$ cat config.mk
export PLATFORM = sky130hd
export DESIGN_NAME = sha_msg_schedule
export DESIGN_NICKNAME = d
export VERILOG_FILES = /design/src/rtl/sha_msg_schedule.sv
export SDC_FILE = /design/constraint.sdc
export NUM_CORES = 2
export LEC_CHECK = 0
export BUFFER_PORTS_ARGS = -buffer_cell sky130_fd_sc_hd__buf_2
export CORE_MARGIN = 4
export CORE_UTILIZATION = 50
export CTS_BUF_LIST = sky130_fd_sc_hd__clkbuf_4 sky130_fd_sc_hd__clkbuf_8
export CTS_CLUSTER_DIAMETER = 30
export DETAILED_ROUTE_END_ITERATION = 16
export PLACE_DENSITY = 0.7
export SLEW_MARGIN = 30
export SYNTH_ARGS = -nofsm -noshare
export SYNTH_HDL_FRONTEND = slang
export SYNTH_SLANG_ARGS = --single-unit
export TNS_END_PERCENT = 100
$ cat constraint.sdc
create_clock -name clk -period 52.2 [get_ports clk]
set_input_delay 10.44 -clock clk [delete_from_list [all_inputs] [get_ports clk]]
set_output_delay 10.44 -clock clk [all_outputs]
set_load 0.02 [all_outputs]
$ cat src/rtl/sha_msg_schedule.sv
// Streaming SHA-256/SHA-512 message-schedule generator: loads 16 words, emits W[0..ROUNDS-1].
// Optional feature macro SHA_SCHED_BLKCNT_EN adds the blk_cnt completed-block counter port.
module sha_msg_schedule #(
    parameter int unsigned WORD_W = 32,
    parameter int unsigned ROUNDS = 64
) (
    input  logic              clk,
    input  logic              rst,
    input  logic              flush,
    input  logic              in_valid,
    output logic              in_ready,
    input  logic [WORD_W-1:0] in_word,
    output logic              out_valid,
    input  logic              out_ready,
    output logic [WORD_W-1:0] out_word,
    output logic [6:0]        out_idx,
    output logic              out_last
`ifdef SHA_SCHED_BLKCNT_EN
    ,
    output logic [15:0]       blk_cnt
`endif
);

    localparam logic [6:0]  LAST_IDX = 7'(ROUNDS - 1);
    localparam int unsigned S0_R1 = (WORD_W == 64) ? 1  : 7;
    localparam int unsigned S0_R2 = (WORD_W == 64) ? 8  : 18;
    localparam int unsigned S0_SH = (WORD_W == 64) ? 7  : 3;
    localparam int unsigned S1_R1 = (WORD_W == 64) ? 19 : 17;
    localparam int unsigned S1_R2 = (WORD_W == 64) ? 61 : 19;
    localparam int unsigned S1_SH = (WORD_W == 64) ? 6  : 10;

    typedef enum logic {ST_LOAD, ST_EMIT} state_t;

    state_t            r_state;
    state_t            w_state_nxt;
    logic [WORD_W-1:0] r_win [16];
    logic [3:0]        r_lc;
    logic [6:0]        r_idx;
    logic              w_in_hs;
    logic              w_out_hs;
    logic [WORD_W-1:0] w_nxt;
    logic [WORD_W-1:0] w_shift_in;

    function automatic logic [WORD_W-1:0] f_rotr(input logic [WORD_W-1:0] x, input int unsigned n);
        return (x >> n) | (x << (WORD_W - n));
    endfunction

    function automatic logic [WORD_W-1:0] f_sig0(input logic [WORD_W-1:0] x);
        return f_rotr(x, S0_R1) ^ f_rotr(x, S0_R2) ^ (x >> S0_SH);
    endfunction

    function automatic logic [WORD_W-1:0] f_sig1(input logic [WORD_W-1:0] x);
        return f_rotr(x, S1_R1) ^ f_rotr(x, S1_R2) ^ (x >> S1_SH);
    endfunction

    assign in_ready   = (r_state == ST_LOAD);
    assign out_valid  = (r_state == ST_EMIT);
    assign out_word   = r_win[0];
    assign out_idx    = r_idx;
    assign out_last   = out_valid && (r_idx == LAST_IDX);
    assign w_in_hs    = in_valid && in_ready;
    assign w_out_hs   = out_valid && out_ready;
    assign w_nxt      = f_sig1(r_win[14]) + r_win[9] + f_sig0(r_win[1]) + r_win[0];
    assign w_shift_in = w_in_hs ? in_word : w_nxt;

    always_ff @(posedge clk or posedge rst) begin
        if (rst) r_state <= ST_LOAD;
        else     r_state <= w_state_nxt;
    end

    always_comb begin
        w_state_nxt = r_state;
        if (flush) begin
            w_state_nxt = ST_LOAD;
        end else begin
            case (r_state)
                ST_LOAD: if (w_in_hs && (r_lc == 4'd15))       w_state_nxt = ST_EMIT;
                ST_EMIT: if (w_out_hs && (r_idx == LAST_IDX)) w_state_nxt = ST_LOAD;
                default: w_state_nxt = ST_LOAD;
            endcase
        end
    end

    // Load and emit share one shift path; the handshakes are exclusive by state.
    always_ff @(posedge clk or posedge rst) begin
        if (rst) begin
            for (int unsigned i = 0; i < 16; i++) r_win[i] <= '0;
            r_lc  <= '0;
            r_idx <= '0;
        end else if (flush) begin
            r_lc  <= '0;
            r_idx <= '0;
        end else if (w_in_hs || w_out_hs) begin
            for (int unsigned i = 0; i < 15; i++) r_win[i] <= r_win[i+1];
            r_win[15] <= w_shift_in;
            if (w_in_hs) r_lc <= r_lc + 4'd1;
            if (w_out_hs) r_idx <= (r_idx == LAST_IDX) ? 7'd0 : r_idx + 7'd1;
        end
    end

`ifdef SHA_SCHED_BLKCNT_EN
    logic [15:0] r_blk_cnt;

    always_ff @(posedge clk or posedge rst) begin
        if (rst)                              r_blk_cnt <= '0;
        else if (!flush && w_out_hs && out_last) r_blk_cnt <= r_blk_cnt + 16'd1;
    end

    assign blk_cnt = r_blk_cnt;
`endif

endmodule
==> results.md <==
- Status: finished clean
- CORE AREA: 47800 um2
- Final setup viols: 0
- Adder-Cell Fraction of Synth Area: 6.83%
- GRT Residual Overflow: 0
- PD cells: 72.5 nW/um2
- Synth Area in Compound Gates: 5.31%
- Tightest Pin Transition: 0.918 ns
- Iter 0 DRT Violations: 1481
- Die height: 228 um
- Initial antenna violation count: 1
- Ys flop type: dfrtp_1
- PortBufs: 78
- Seq/Total Area, Yosys: 54.2%
- Synth async-reset ratio: 100%
- Syn_area_per_cell: 8.77 um2
- Max_slew headroom: 38.8%
- Root Buffer: clkbuf_8
- Hold-fix buffers, CTS: 0
- Largest net degree at the start of global routing: 208
- Sw frac: 41.5%
- Commonest non-fill, non-tap cell in the layout: nand2_1
- # DRC: 0
- TNS Setup: 0 ns
- Drt pass-1 iters: 5
- Area Growth Syn to Fin: 12.7%
- Share of cells above drive strength 1: 10.3%
- P_int: 1.16 mW
- First-pass GRT wire length: 94600 um
- Vias in the first global route: 17500
- Post-route cell area: 27300 um2
- Highest clock rate: 76.2 MHz
- RePlAce Congestion: 0.926
- Total GRT Usage: 22.7%
- Total Nets Final: 2895
- Worst-Skew Late Latency: 0.69 ns
- Simple-gate share of the synthesized area: 22.7%
- Pleak: 14.6 nW
- Row cnt: 80
- Synthesized flop and latch total: 524
- Final Max Slew Viols: 0
- Starting Density: 50.6%
- CTS Buf Count: 105
- Post-route ant nets: 0
- Post-DP Area: 24700 um2
- H-tree lvl count: 3
- Synth cell types: 48
- Reg power frac: 30.4%
- Post-route clock skew: 0.0277 ns
- # resized after CTS: 0
- Final wirelength: 58300 um
- Comb power frac: 45.2%
- Avg WL per Cell: 16.8 um
- Die area: 52000 um2
- HPWL after detailed placement: 39200 um
- Clock Path Buffers: 3
- Post-synth EDFFs: 0
- Multiplexer share of the synthesized area: 0.0879%
- Peak VDD IR: 0.0000430 V
- DP Cell Count: 3270
- Clock network fraction of total power: 24.4%
- Critical Path RT: 52.73 ns
- Final hold vios: 0
- Hold Crit Class: reg -> reg
- Drt via density: 5.10
- Worst setup EP type: flop
- # IOs: 79
- Share of the clock period used by the worst path after layout: 25.1%
- MaxCap Viol Count: 0
- Final core occ: 57.0%
- Clock slew at reported path FFs: 0.05 ns
- Mapped Cells: 2759
- P_sw: 0.822 mW
- Syn Std Cell Area: 24200 um2
- Critical path type: in -> reg
- Finished Layout Cells: 3460
- Die Span X: 228 um
- Fin Hold WS: 0.443 ns
- Post-route minimum period: 13.12 ns
- Main combinational cell family by area after synthesis: simple AND/OR/NAND/NOR gates
- Postcts setup bufs: 0
- CTS tree: yes
- RSZ-0062 raised after global routing: no
- Yosys warns: 0
- Vias post-DR: 17700
- Critical-path maximum fanout: 207
- Syn Nets: 2891
- Final worst slack: 39.08 ns
- Startpoint types: input pin
- Total power: 1.98 mW
- Commonest non-fill, non-tap cells in the layout: nand2_1, dfrtp_1, clkbuf_8, inv_1, o21ai_0
- Clock sinks: 524
- CP Data Arrival Time: 13.65 ns
- Place WS: 38.37 ns
- Post-Synth XOR/XNOR Area: 5.36%
==> registers in the layout (all words and copies together), names as in the netlist <==
name,cells
out_idx,7
out_valid,1
out_word,32
r_lc,4
r_win,480
==> final cells by class <==
cell class	count	area, um2
Clock inverter	37	552
Inverter	129	492
Fill cell	4216	20600
Tap cell	615	769
Timing Repair Buffer	92	616
Antenna cell	1	2.50
Sequential cell	524	13100
Clock buffer	151	1950
Multi-Input combinational cell	1911	9780
==> cells by family after synthesis <==
logic type,after synthesis
xor+xnor,148
simple gates,1434
fa+ha+maj,95
buf+inv,324
mux,2
compound gates,232
flops,524
==> synthesized netlist by cell type, types with 14 or more instances <==
cell type	n	area (um2)
a21o_1	14	105
a21oi_1	62	310
buf_4	32	240
clkbuf_1	158	593
dfrtp_1	524	13100
fa_1	62	1240
ha_1	33	413
inv_1	129	484
nand2_1	1328	4980
nor2_1	52	195
nor3_1	16	80.1
o21ai_0	121	606
xnor2_1	89	780
xor2_1	59	517
==> power by group through the flow <==
stage	combinational [mW]	clock, mW	sequential [mW]
2_1_floorplan	0.667	0	0.560
3_3_place_gp	0.867	0	0.603
3_5_place_dp	0.875	0	0.606
4_1_cts	0.887	0.493	0.600
5_1_grt	0.999	0.515	0.612
6_report	0.895	0.482	0.601
==> critical path, stage by stage <==
cell and delay (ns):
buf_2 0.11, nand2_1 0.62, a21o_4 0.79, buf_12 0.68
buf_12 0.67, o21ai_0 0.18
==> path summary, 6_finish.rpt <==
check	start	to	slack, ns	cells past startpoint
min in group asynchronous	rst	r_win[405]$_DFFE_PP0P_	9.86	2
setup reg to reg	r_win[59]$_DFFE_PP0P_	r_win[20]$_DFFE_PP0P_	47.38	16
max in group asynchronous	rst	r_win[74]$_DFFE_PP0P_	40.85	4
setup / recovery	in_valid	r_win[253]$_DFFE_PP0P_	39.08	6
hold reg to reg	r_win[293]$_DFFE_PP0P_	r_win[325]$_DFFE_PP0P_	0.44	2
hold / removal	r_win[293]$_DFFE_PP0P_	r_win[325]$_DFFE_PP0P_	0.44	2
==> per-layer routing <==
| layer | vias to the layer above | part of all wire, % | global-route usage (%) |
|---|---|---|---|
| met5 | - | 0 | 0 |
| met4 | 0 | 2.3 | 6.75 |
| met3 | 94 | 5.4 | 4.42 |
| met2 | 407 | 46 | 34.8 |
| li1 | 8448 | - | - |
| met1 | 8704 | 46 | 33.1 |
No activity file was read; power rests on OpenSTA's default activity.
